[src/rtl/sprom_pkg.sv]
// rtl/sprom_pkg.sv - shared types and defaults for the sequential ROM reader (SPROM_PREFETCH_EN adds PREFETCH)
package sprom_pkg;

    localparam int ACCESS_CYCLES_DEF = 3;
    localparam int ADDR_W_DEF        = 17;
    localparam int CTR_W             = 4;

    typedef logic [15:0] word_t;

`ifdef SPROM_PREFETCH_EN
    typedef enum logic [1:0] {
        ST_IDLE     = 2'd0,
        ST_ACCESS   = 2'd1,
        ST_SAMPLE   = 2'd2,
        ST_PREFETCH = 2'd3
    } state_t;
`else
    typedef enum logic [1:0] {
        ST_IDLE   = 2'd0,
        ST_ACCESS = 2'd1,
        ST_SAMPLE = 2'd2
    } state_t;
`endif

endpackage

[src/rtl/sprom_wait_ctr.sv]
// rtl/sprom_wait_ctr.sv - loadable down-counter with zero flag, pacing ROM access time
module sprom_wait_ctr
    import sprom_pkg::*;
(
    input  logic             clk,
    input  logic             resetn,
    input  logic             load,
    input  logic [CTR_W-1:0] load_val,
    input  logic             dec,
    output logic             zero
);

    logic [CTR_W-1:0] count;

    always_ff @(posedge clk) begin
        if (!resetn) begin
            count <= '0;
        end else if (load) begin
            count <= load_val;
        end else if (dec && (count != '0)) begin
            count <= count - 1'b1;
        end
    end

    assign zero = (count == '0);

endmodule

[src/rtl/sprom_reader.sv]
// rtl/sprom_reader.sv - request/ack reader for an asynchronous 16-bit ROM; SPROM_PREFETCH_EN adds a one-entry sequential prefetch
module sprom_reader
    import sprom_pkg::*;
#(
    parameter int ACCESS_CYCLES = ACCESS_CYCLES_DEF,
    parameter int ADDR_W        = ADDR_W_DEF
) (
    input  logic              CLK,
    input  logic              nRESET,
    input  logic              REQ,
    input  logic [ADDR_W-1:0] REQ_ADDR,
    output logic              ACK,
    output word_t             DATA,
    output logic              BUSY,
    output logic [ADDR_W-1:0] ROM_ADDR,
    output logic              ROM_nOE,
    input  word_t             ROM_DATA
);

    if ((ACCESS_CYCLES < 1) || (ACCESS_CYCLES > 15)) begin : g_bad_access_cycles
        $error("sprom_reader: ACCESS_CYCLES must be within 1..15");
    end

    // Demand sampling happens one edge after the counter reaches zero (in SAMPLE);
    // prefetch samples inside PREFETCH, so it loads one more to keep the same timing.
    localparam logic [CTR_W-1:0] LOAD_DEMAND = CTR_W'(ACCESS_CYCLES - 1);
`ifdef SPROM_PREFETCH_EN
    localparam logic [CTR_W-1:0] LOAD_PF     = CTR_W'(ACCESS_CYCLES);
`endif

    state_t           state;
    logic             req_take;
    logic             start_demand;
    logic             ctr_load;
    logic             ctr_dec;
    logic             ctr_zero;
    logic [CTR_W-1:0] ctr_val;

    // A request is never taken in the ACK cycle: the requester's drop is still pending.
    assign req_take = (state == ST_IDLE) && !ACK && REQ;

`ifdef SPROM_PREFETCH_EN
    word_t             buf_data;
    logic [ADDR_W-1:0] buf_addr;
    logic              buf_valid;
    logic              pf_pend;
    logic              hit_q;
    logic              hit;
    logic              start_pf;

    assign hit          = req_take && buf_valid && (REQ_ADDR == buf_addr);
    assign start_pf     = (state == ST_IDLE) && !ACK && !REQ && pf_pend;
    assign start_demand = req_take && !hit;
`else
    assign start_demand = req_take;
`endif

    always_comb begin
        ctr_load = start_demand;
        ctr_val  = LOAD_DEMAND;
        ctr_dec  = (state == ST_ACCESS);
`ifdef SPROM_PREFETCH_EN
        if (start_pf) begin
            ctr_load = 1'b1;
            ctr_val  = LOAD_PF;
        end
        if (state == ST_PREFETCH) begin
            ctr_dec = 1'b1;
        end
`endif
    end

    sprom_wait_ctr u_wait_ctr (
        .clk      (CLK),
        .resetn   (nRESET),
        .load     (ctr_load),
        .load_val (ctr_val),
        .dec      (ctr_dec),
        .zero     (ctr_zero)
    );

    always_ff @(posedge CLK) begin
        if (!nRESET) begin
            state    <= ST_IDLE;
            ACK      <= 1'b0;
            BUSY     <= 1'b0;
            ROM_nOE  <= 1'b1;
            ROM_ADDR <= '0;
            DATA     <= '0;
`ifdef SPROM_PREFETCH_EN
            buf_data  <= '0;
            buf_addr  <= '0;
            buf_valid <= 1'b0;
            pf_pend   <= 1'b0;
            hit_q     <= 1'b0;
`endif
        end else begin
            ACK <= 1'b0;
            case (state)
                ST_IDLE: begin
                    if (start_demand) begin
                        ROM_ADDR <= REQ_ADDR;
                        ROM_nOE  <= 1'b0;
                        BUSY     <= 1'b1;
                        state    <= ST_ACCESS;
`ifdef SPROM_PREFETCH_EN
                        buf_valid <= 1'b0;
                        pf_pend   <= 1'b0;
                    end else if (hit) begin
                        // ROM_ADDR tracks the served address so the next prefetch follows it.
                        ROM_ADDR <= REQ_ADDR;
                        BUSY     <= 1'b1;
                        hit_q    <= 1'b1;
                        pf_pend  <= 1'b0;
                        state    <= ST_SAMPLE;
                    end else if (start_pf) begin
                        ROM_ADDR <= ROM_ADDR + ADDR_W'(1);
                        ROM_nOE  <= 1'b0;
                        BUSY     <= 1'b1;
                        pf_pend  <= 1'b0;
                        state    <= ST_PREFETCH;
`endif
                    end
                end
                ST_ACCESS: begin
                    if (ctr_zero) begin
                        state <= ST_SAMPLE;
                    end
                end
                ST_SAMPLE: begin
`ifdef SPROM_PREFETCH_EN
                    DATA    <= hit_q ? buf_data : ROM_DATA;
                    hit_q   <= 1'b0;
                    pf_pend <= 1'b1;
`else
                    DATA    <= ROM_DATA;
`endif
                    ACK     <= 1'b1;
                    ROM_nOE <= 1'b1;
                    BUSY    <= 1'b0;
                    state   <= ST_IDLE;
                end
`ifdef SPROM_PREFETCH_EN
                ST_PREFETCH: begin
                    if (ctr_zero) begin
                        buf_data  <= ROM_DATA;
                        buf_addr  <= ROM_ADDR;
                        buf_valid <= 1'b1;
                        ROM_nOE   <= 1'b1;
                        BUSY      <= 1'b0;
                        state     <= ST_IDLE;
                    end
                end
`endif
                default: begin
                    ROM_nOE <= 1'b1;
                    BUSY    <= 1'b0;
                    state   <= ST_IDLE;
                end
            endcase
        end
    end

endmodule

[config.mk]
export PLATFORM = sky130hd
export DESIGN_NAME = sprom_reader
export DESIGN_NICKNAME = d
export VERILOG_FILES = /design/src/rtl/sprom_pkg.sv /design/src/rtl/sprom_wait_ctr.sv /design/src/rtl/sprom_reader.sv
export SDC_FILE = /design/constraint.sdc
export NUM_CORES = 1
export LEC_CHECK = 0
export ABC_AREA = 1
export BUFFER_PORTS_ARGS = -buffer_cell sky130_fd_sc_hd__buf_2
export CAP_MARGIN = 20
export CORE_ASPECT_RATIO = 1.25
export CORE_MARGIN = 2
export CORE_UTILIZATION = 49
export CTS_CLUSTER_DIAMETER = 60
export CTS_CLUSTER_SIZE = 40
export DETAILED_ROUTE_END_ITERATION = 7
export PLACE_DENSITY = 0.93
export SETUP_SLACK_MARGIN = 0.05
export SYNTH_ARGS = -nofsm -noshare
export SYNTH_HDL_FRONTEND = slang
export SYNTH_SLANG_ARGS = --single-unit
[constraint.sdc]
create_clock -name CLK -period 3.38 [get_ports CLK]
set_clock_uncertainty 0.05 [all_clocks]
set_input_delay 0.169 -clock CLK [delete_from_list [all_inputs] [get_ports CLK]]
set_output_delay 0.169 -clock CLK [all_outputs]
set_load 0.01 [all_outputs]
==> metrics list, run 1 <==
- The die is 67.3 um tall.
* Total clock sinks: 42
- During synthesis, Yosys emitted a total of 0 warnings.
- Headroom to the max-slew limit came out at 61.6%.
- The detailed router finished its first iteration with 26 violations.
- The tree is rooted in a sky130_fd_sc_hd__clkbuf_8.
- Yosys attributes the largest share of cell area to sky130_fd_sc_hd__dfxtp_1 (54%), sky130_fd_sc_hd__nand2_1 (11%), sky130_fd_sc_hd__nor2_1 (8.6%).
* Number of buffers added by the clock tree synthesis step: 5
- Among all stages on the critical path, the largest delay is contributed by sky130_fd_sc_hd__dfxtp_1.
* First-pass iteration count of the detailed router: 4
- The worst setup path is captured at a flop.
- Status: complete, no violations
- The worst register-to-register path ends at u_wait_ctr.count[1].
- Via count of the routed design: 1452
* Final Core Density: 63.5%
- Signed area change from the synthesized netlist to the final layout: 26.8%
- Routed wirelength normalized by instance count: 11.1 um
* Layout Cell Area excl Fill: 0.00199 mm^2
* Post-cts repair resize count: 0
- Min-delay worst type: in2reg
- Setup tns final: 0 ns
- Before CTS, the worst setup slack after placement is 1.93 ns.
- Synthesized flop and latch total: 42
- Number of cells on the worst hold path: 3
* Share of cells above drive strength 1: 35.2%
- R2r setup slk: 1.94 ns
* Final cell count without fillers: 304
* Placed wire-length estimate after detailed placement: 2.37 mm
- TritonCTS built the clock tree.
- For this configuration, the core starts out at a cell density of 50.1%.
* Total gr overflow: 0
- Critical hold path startpoint: REQ_ADDR[6]
- Number of global-route vias before repair: 1265
* Avg Vias per Cell: 4.78
- For the worst setup path, the data arrival time is 1.57 ns.
- The number of antenna diodes in the final layout is 0.
- For the pin with the worst max-slew slack, the measured transition is 0.576 ns.
- Power spread over the standard cell area amounts to 516 mW/mm^2.
- Gpl congestion: 0.732
- Minimum period implied by the final worst setup slack: 1.44 ns
* Placeable core area: 0.00314 mm^2
* Top cell type by total area after synthesis: sky130_fd_sc_hd__dfxtp_1
* Proportion of netlist area held by the largest area contributor: 53.5%
- Yosys cell types: 21
- Crit Path Category: reg2reg
- Cell area after synthesis: 0.00157 mm^2
- After clock tree synthesis, the flow added hold-fix buffers numbering 0.
- The later pin in the worst-skew pair is clocked with a latency of 0.29 ns.
- In this run the core area contains 23 standard-cell rows.
- Once the clock tree was built, the setup fixing pass inserted 0 buffers.
- Summed over all cells, the static leakage comes to 0.00106 uW.
- For the worst setup path, the data required time is 3.51 ns.
* RSZ-0062 raised after global routing: false
- Fill cells in the final layout number 266.
* Count of port buffers added during placement: 71
- Die Footprint: 0.00368 mm^2
* Antenna violations before repair: 0
* Clock transition at the registers of the reported paths: 0.07 ns
* Top achievable clock speed: 693 MHz
- Crit-path max FO: 6
- Remaining antenna violation count after routing: 0
- The cell family contributing the most delay on the critical path is simple AND/OR/NAND/NOR gates.
* Slowest stage delay, CP: 0.34 ns
- Max-slew violation count: 0
* CP Cell Sequence: inv_1 > ha_1 > nand2_1 > nand2_1 > inv_1 > nand2_1 > nand3_1 > nand2_1
- The worst setup path is launched from a flop.
* Number of hold violations in the final report: 0
* Post-synthesis instance total: 198
* DR DRC count: 0
- Wire length of the first global-routing pass: 5.26 mm
- Met2 GRT Util: 32.6%
- M3 GR Usage: 9.51%
- For this design the top-level I/O count stands at 72.
- Part of the Yosys area used for sequential elements: 53.5%
- Once placement finished, the instance area stood at 0.00192 mm^2.
- Max_cap viols: 0
- Global routing used 22.0% of the available met1 tracks.
- The clock passes through at most 2 buffers.
- Mapped Nets: 235
- Summed over all layers, the routed wires come to 3.36 mm.
- Number of H-tree levels: 2
* Number of failing setup endpoints in the final timing report: 0
- The path with the worst hold slack has its endpoint at ROM_ADDR[6].
* Worst path setup slack after routing: 1.94 ns
- R2R Path Start: u_wait_ctr.count[0]
- Fin nets: 304
- Global routing used 20.0% of the available tracks.
- After layout, the worst path uses 42.7% of the clock period.
- After detailed placement, the design holds a cell count of 297.
* IR drop worst, VDD: 0.412 mV
* Die width: 54.7 um
- Number of cell instances on the worst register-to-register path: 8
- After global routing, the most crowded layer is met2.
- Entering global routing, the biggest net connects 37 pins.
* WP buf/inv: 2
* Critical path's most frequent cell: sky130_fd_sc_hd__nand2_1
* Per-instance average area after synthesis: 7.94 um^2
-- area by class of cell --
class	instances	area (um^2)	share of cell area (%)
clock buffers	7	76.3	3.83
repair buffers	71	355	17.8
flip-flops and latches	42	841	42.2
multi-input cells	137	637	32.0
inverters	10	37.5	1.88
well taps	37	46.3	2.32
-- flip-flops by register name, indices dropped and copies added (netlist names) --
| name | count |
|---|---|
| DATA | 16 |
| state | 2 |
| BUSY | 1 |
| ROM_ADDR | 17 |
| ROM_nOE | 1 |
| ACK | 1 |
| u_wait_ctr.count | 4 |
-- how the worst max path moves through the flow --
stage / end / slack [ns] / depth (start not counted) / startpoint
floorplan: u_wait_ctr.count[1] / 2.20 / 8 / u_wait_ctr.count[0]
global placement: u_wait_ctr.count[1] / 1.97 / 5 / nRESET
detailed placement: u_wait_ctr.count[1] / 1.93 / 5 / nRESET
CTS: u_wait_ctr.count[1] / 1.95 / 8 / u_wait_ctr.count[0]
global route: u_wait_ctr.count[1] / 1.83 / 8 / u_wait_ctr.count[0]
finish: u_wait_ctr.count[1] / 1.94 / 8 / u_wait_ctr.count[0]
-- layer usage --
layer,share of wire [%],wire length [um]
met4,1.5,50
met2,48,1610
met3,9.4,315
met1,41,1390
met5,0,0
-- power by group --
| group | internal, uW | switching [uW] | leakage (uW) | total (uW) |
|---|---|---|---|---|
| Sequential | 534 | 19.3 | 0.000343 | 553 |
| Clock | 142 | 156 | 0.0000383 | 299 |
| Combinational | 71.1 | 106 | 0.000674 | 177 |
| Total | 747 | 281 | 0.00106 | 1030 |
-- cell usage after synthesis --
library cell,n
sky130_fd_sc_hd__clkbuf_2,1
sky130_fd_sc_hd__nor2_4,1
sky130_fd_sc_hd__inv_2,4
sky130_fd_sc_hd__clkbuf_1,1
sky130_fd_sc_hd__nand3_1,19
sky130_fd_sc_hd__nand2_1,45
sky130_fd_sc_hd__inv_1,6
sky130_fd_sc_hd__ha_1,1
sky130_fd_sc_hd__buf_4,2
sky130_fd_sc_hd__o21ai_0,16
sky130_fd_sc_hd__nor2_1,36
sky130_fd_sc_hd__buf_8,1
sky130_fd_sc_hd__a21oi_1,4
sky130_fd_sc_hd__nand2_2,11
sky130_fd_sc_hd__buf_2,2
sky130_fd_sc_hd__nor2_8,1
sky130_fd_sc_hd__xor2_1,1
sky130_fd_sc_hd__buf_1,2
sky130_fd_sc_hd__nand2_4,1
sky130_fd_sc_hd__nor3_1,1
sky130_fd_sc_hd__dfxtp_1,42
-- layout by cell type (no fill, tap or decap), drive strengths merged --
master / count
nand3: 19
buf: 71
dfxtp: 42
nor2: 38
nand2: 57
o21ai: 16
xor2: 1
nor3: 1
clkbuf: 7
ha: 1
inv: 10
a21oi: 4
-- tightest hold or removal path, stage by stage --
cell and delay, ns:
sky130_fd_sc_hd__buf_2 0.07, sky130_fd_sc_hd__nand2_1 0.04, sky130_fd_sc_hd__nand2_1 0.04
-- stage by stage --
step | total power, uW | hold slack [ns]
3_3_place_gp | 736 | 0.304
4_1_cts | 1040 | 0.0102
3_5_place_dp | 742 | 0.312
5_1_grt | 1090 | 0.00612
6_report | 1030 | 0.0136
2_1_floorplan | 679 | 0.216
-- logic make-up after synthesis --
| family | share of synthesized area [%] |
|---|---|
| AO/OA/AOI/OAI | 6.37 |
| buffers and inverters | 5.97 |
| flip-flops | 53.5 |
| AND/OR/NAND/NOR | 32.8 |
| XOR/XNOR | 0.557 |
| adder cells (fa/ha/maj) | 0.796 |
Note: power is estimated with default switching activity, not from simulation.
==> run 2: changes to the inputs <==
- CORE_UTILIZATION: 49 -> 41
- PLACE_DENSITY: 0.93 -> 0.84
- clock period: 3.38 -> 1.3 ns (I/O delays scaled with it)
==> run 2 against run 1 <==
Maximum frequency increased by 20%. Global-route usage down 2.2 points. Clock-buffer cell count shrank 2. Critical path depth is the same. Design area is 21% higher. Largest cell class unchanged.
==> metrics list, run 2 (synthesis gave the netlist of run 1 again) <==
- The number of setup violations in the final report is 0 (unchanged).
- The number of nets with antenna violations after routing came to 0 (unchanged).
- The die outline width is 59.4 um (+8.6%).
- Crit Path Category: reg2reg
* Avg Vias per Cell: 4.61 (-3.4%)
- Wire length of the first global-routing pass: 5.94 mm (+13%)
- Floorplan die height: 73.2 um (+8.8%)
- The tree is rooted in a sky130_fd_sc_hd__clkbuf_8.
- R2R Path Start: u_wait_ctr.count[1]
- TritonCTS built the clock tree.
- The max-slew headroom at the worst pin was 82.2% (+21 points).
- The clock transition time at the flip-flop clock pins of the worst setup and hold paths was 0.09 ns (+0.02 ns).
- The I/O pin total is 72 (unchanged).
- The total of max-cap violations is 0 (unchanged).
- The flow ran to the end, and the final reports show no timing, DRC or antenna violations.
- Placed wire-length estimate after detailed placement: 2.44 mm (+3.0%)
- Kind of launch point of the worst setup path: flop
- The final weighted congestion in routability-driven placement is 0.813 (+11%).
- Insertion delay of the later-clocked pin in the worst-skew pair: 0.29 ns (about the same)
- Signed area change from the synthesized netlist to the final layout: 53.1%
- Req. time, crit path: 1.44 ns (-2.07 ns)
* Antenna fix cells: 0 (unchanged)
- The floorplan die area is 0.00435 mm^2 (+18%).
- The library cell used most frequently in the layout, excluding fill and tap cells, is sky130_fd_sc_hd__buf_2.
* Placed Area: 0.00195 mm^2 (+1.8%)
* Layout Cell Area excl Fill: 0.00241 mm^2 (+21%)
* Placeable core area: 0.00372 mm^2 (+19%)
- The number of remaining DRC errors is 0 (unchanged).
* CP Data Arrival Time: 1.34 ns (-0.23 ns)
- The number of DRC markers after the initial detailed-route iteration was 81 (+210%).
- The detailed route wirelength on metal2 is 1.98 mm (+23%).
* Max FFs per register: 17 (unchanged)
* Starting Density: 42.2% (-7.9 points)
- Number of hold violations in the final report: 0 (unchanged)
- The maximum number of pins on one net before global-route repair was 24 (-35%).
- The mean routed wirelength per cell is 11.0 um (-0.61%).
- Total of fill cells in the finished design: 303 (+14%)
- The worst ir drop on vdd is 0.894 mV (+120%).
- Highest-count cells in the layout ignoring fill and taps: sky130_fd_sc_hd__buf_2 (71), sky130_fd_sc_hd__nand2_1 (44), sky130_fd_sc_hd__dfxtp_1 (41)
- The clock sink count is 42 (unchanged).
- The maximum clock frequency is 835 MHz (+20%).
- Lkg Pwr: 0.00123 uW (+17%)
* Max-slew violation count: 0 (unchanged)
- The routed length on met1 came to 1.56 mm (+12%).
- ROM_ADDR holds more flip-flops than any other register.
- Sequential Area: 842 um^2 (+0.15%)
- The largest buffer count on any clock path is 2 (unchanged).
- Minimum period implied by the final worst setup slack: 1.20 ns (-0.244 ns)
- Ratio of final minimum period to clock period: 92.2% (+50 points)
* Count of port buffers added during placement: 71 (unchanged)
- In the final layout, the registers with the most flip-flops are ROM_ADDR: 17 flops, DATA: 16 flops, u_wait_ctr.count: 4 flops.
- Least-Margin Pin Slew: 0.267 ns (-0.310 ns)
* First-pass iteration count of the detailed router: 4 (unchanged)
* Share of cells above drive strength 1: 35.2% (about the same)
* Crit-path max FO: 6 (unchanged)
* Fin nets: 343 (+13%)
* Routed length on met3: 241 um (-23%)
- Tracing the worst setup path back leads to its startpoint at u_wait_ctr.count[1].
- The maximum level of the CTS H-tree was 2 (unchanged).
- The number of buffers created by CTS is 5 (unchanged).
* Total gr overflow: 0 (unchanged)
- The via count of the first global-routing pass was 1456 (+15%).
* Min-delay worst type: in2reg
- STA classifies the critical path endpoint as a flop.
- Uppermost signal routing layer after detailed routing: met4
- The number of antenna violations at the first check in global routing is 0 (unchanged).
- Power per cell area: 1180 mW/mm^2 (+130%)
* Multi-input gate area: 642 um^2 (+0.79%)
* Placement row count: 25 (+8.7%)
* RSZ-0062 raised after global routing: false
- The total routing resource utilization after global routing came to 17.8% (-2.2 points).
* Via count of the routed design: 1601 (+10%)
* Final Core Density: 64.6% (+1.1 points)
- In this run the most critical hold path is launched from nRESET.
- Total length of routed wires: 3.81 mm (+13%)
-- run 2: changes by cell type in the layout (fill, tap and decap cells not counted), sizes merged --
cell / delta
clkbuf: -2
clkinv: +2
inv: +1
buf: +6
dlygate4sd3: +33
-- run 2: repair_timing --
item,4_1_cts,5_1_grt
endpoints found under the hold margin,33,0
buffers inserted,0,2
hold buffers,33,0
setup endpoints to repair,4,22
pin swaps,0,2
resized for setup,2,4
-- run 2: final timing paths --
check                                           end  slack (ns)  depth (start not counted)
worst max-delay path            u_wait_ctr.count[1]        0.10                          8
worst min-delay path                        DATA[6]        0.06                          3
worst max register to register  u_wait_ctr.count[1]        0.10                          8
worst min register to register                 BUSY        0.41                          2
-- run 2: through the flow --
step / instances / setup TNS, ns / total power [uW] / setup WS [ns] / hold slack, ns
2_1_floorplan: 198 / 0 / 1760 / 0.115 / 0.112
4_1_cts: 345 / 0 / 2830 / 0.0704 / 0.0501
3_5_place_dp: 304 / -0.00471 / 1940 / -0.00471 / 0.211
6_report: 347 / 0 / 2830 / 0.102 / 0.0577
5_1_grt: 347 / 0 / 3000 / 0.00476 / 0.0697
3_3_place_gp: 304 / 0 / 1930 / 0.0486 / 0.206
-- run 2: critical path, cell delays in order, from the launching register on --
cell and delay [ns]:
sky130_fd_sc_hd__dfxtp_1 0.34, sky130_fd_sc_hd__inv_1 0.07, sky130_fd_sc_hd__ha_2 0.18, sky130_fd_sc_hd__nand2_1 0.10
sky130_fd_sc_hd__nand2_2 0.11, sky130_fd_sc_hd__inv_2 0.10, sky130_fd_sc_hd__nand2_1 0.05, sky130_fd_sc_hd__nand3_1 0.06
sky130_fd_sc_hd__nand2_1 0.05
-- run 2: layout make-up --
class,instances,share of cell area [%]
clock inverter,3,0.780
sequential,42,35.0
clock buffer,5,2.86
timing repair buffer,110,31.0
multi-input combinational,137,26.7
tap,40,2.08
inverter,10,1.56
-- run 2: routing by layer --
metal	track usage, %	up-vias
li1	-	839
met1	19.0	705
met2	32.4	53
met3	5.14	4
met4	6.57	0
met5	0	-
-- run 2: power by group --
group / switching (uW) / internal (uW) / leakage [uW] / total, uW
Clock: 440 / 378 / 0.0000483 / 818
Sequential: 51.5 / 1390 / 0.000344 / 1440
Combinational: 300 / 279 / 0.000843 / 579
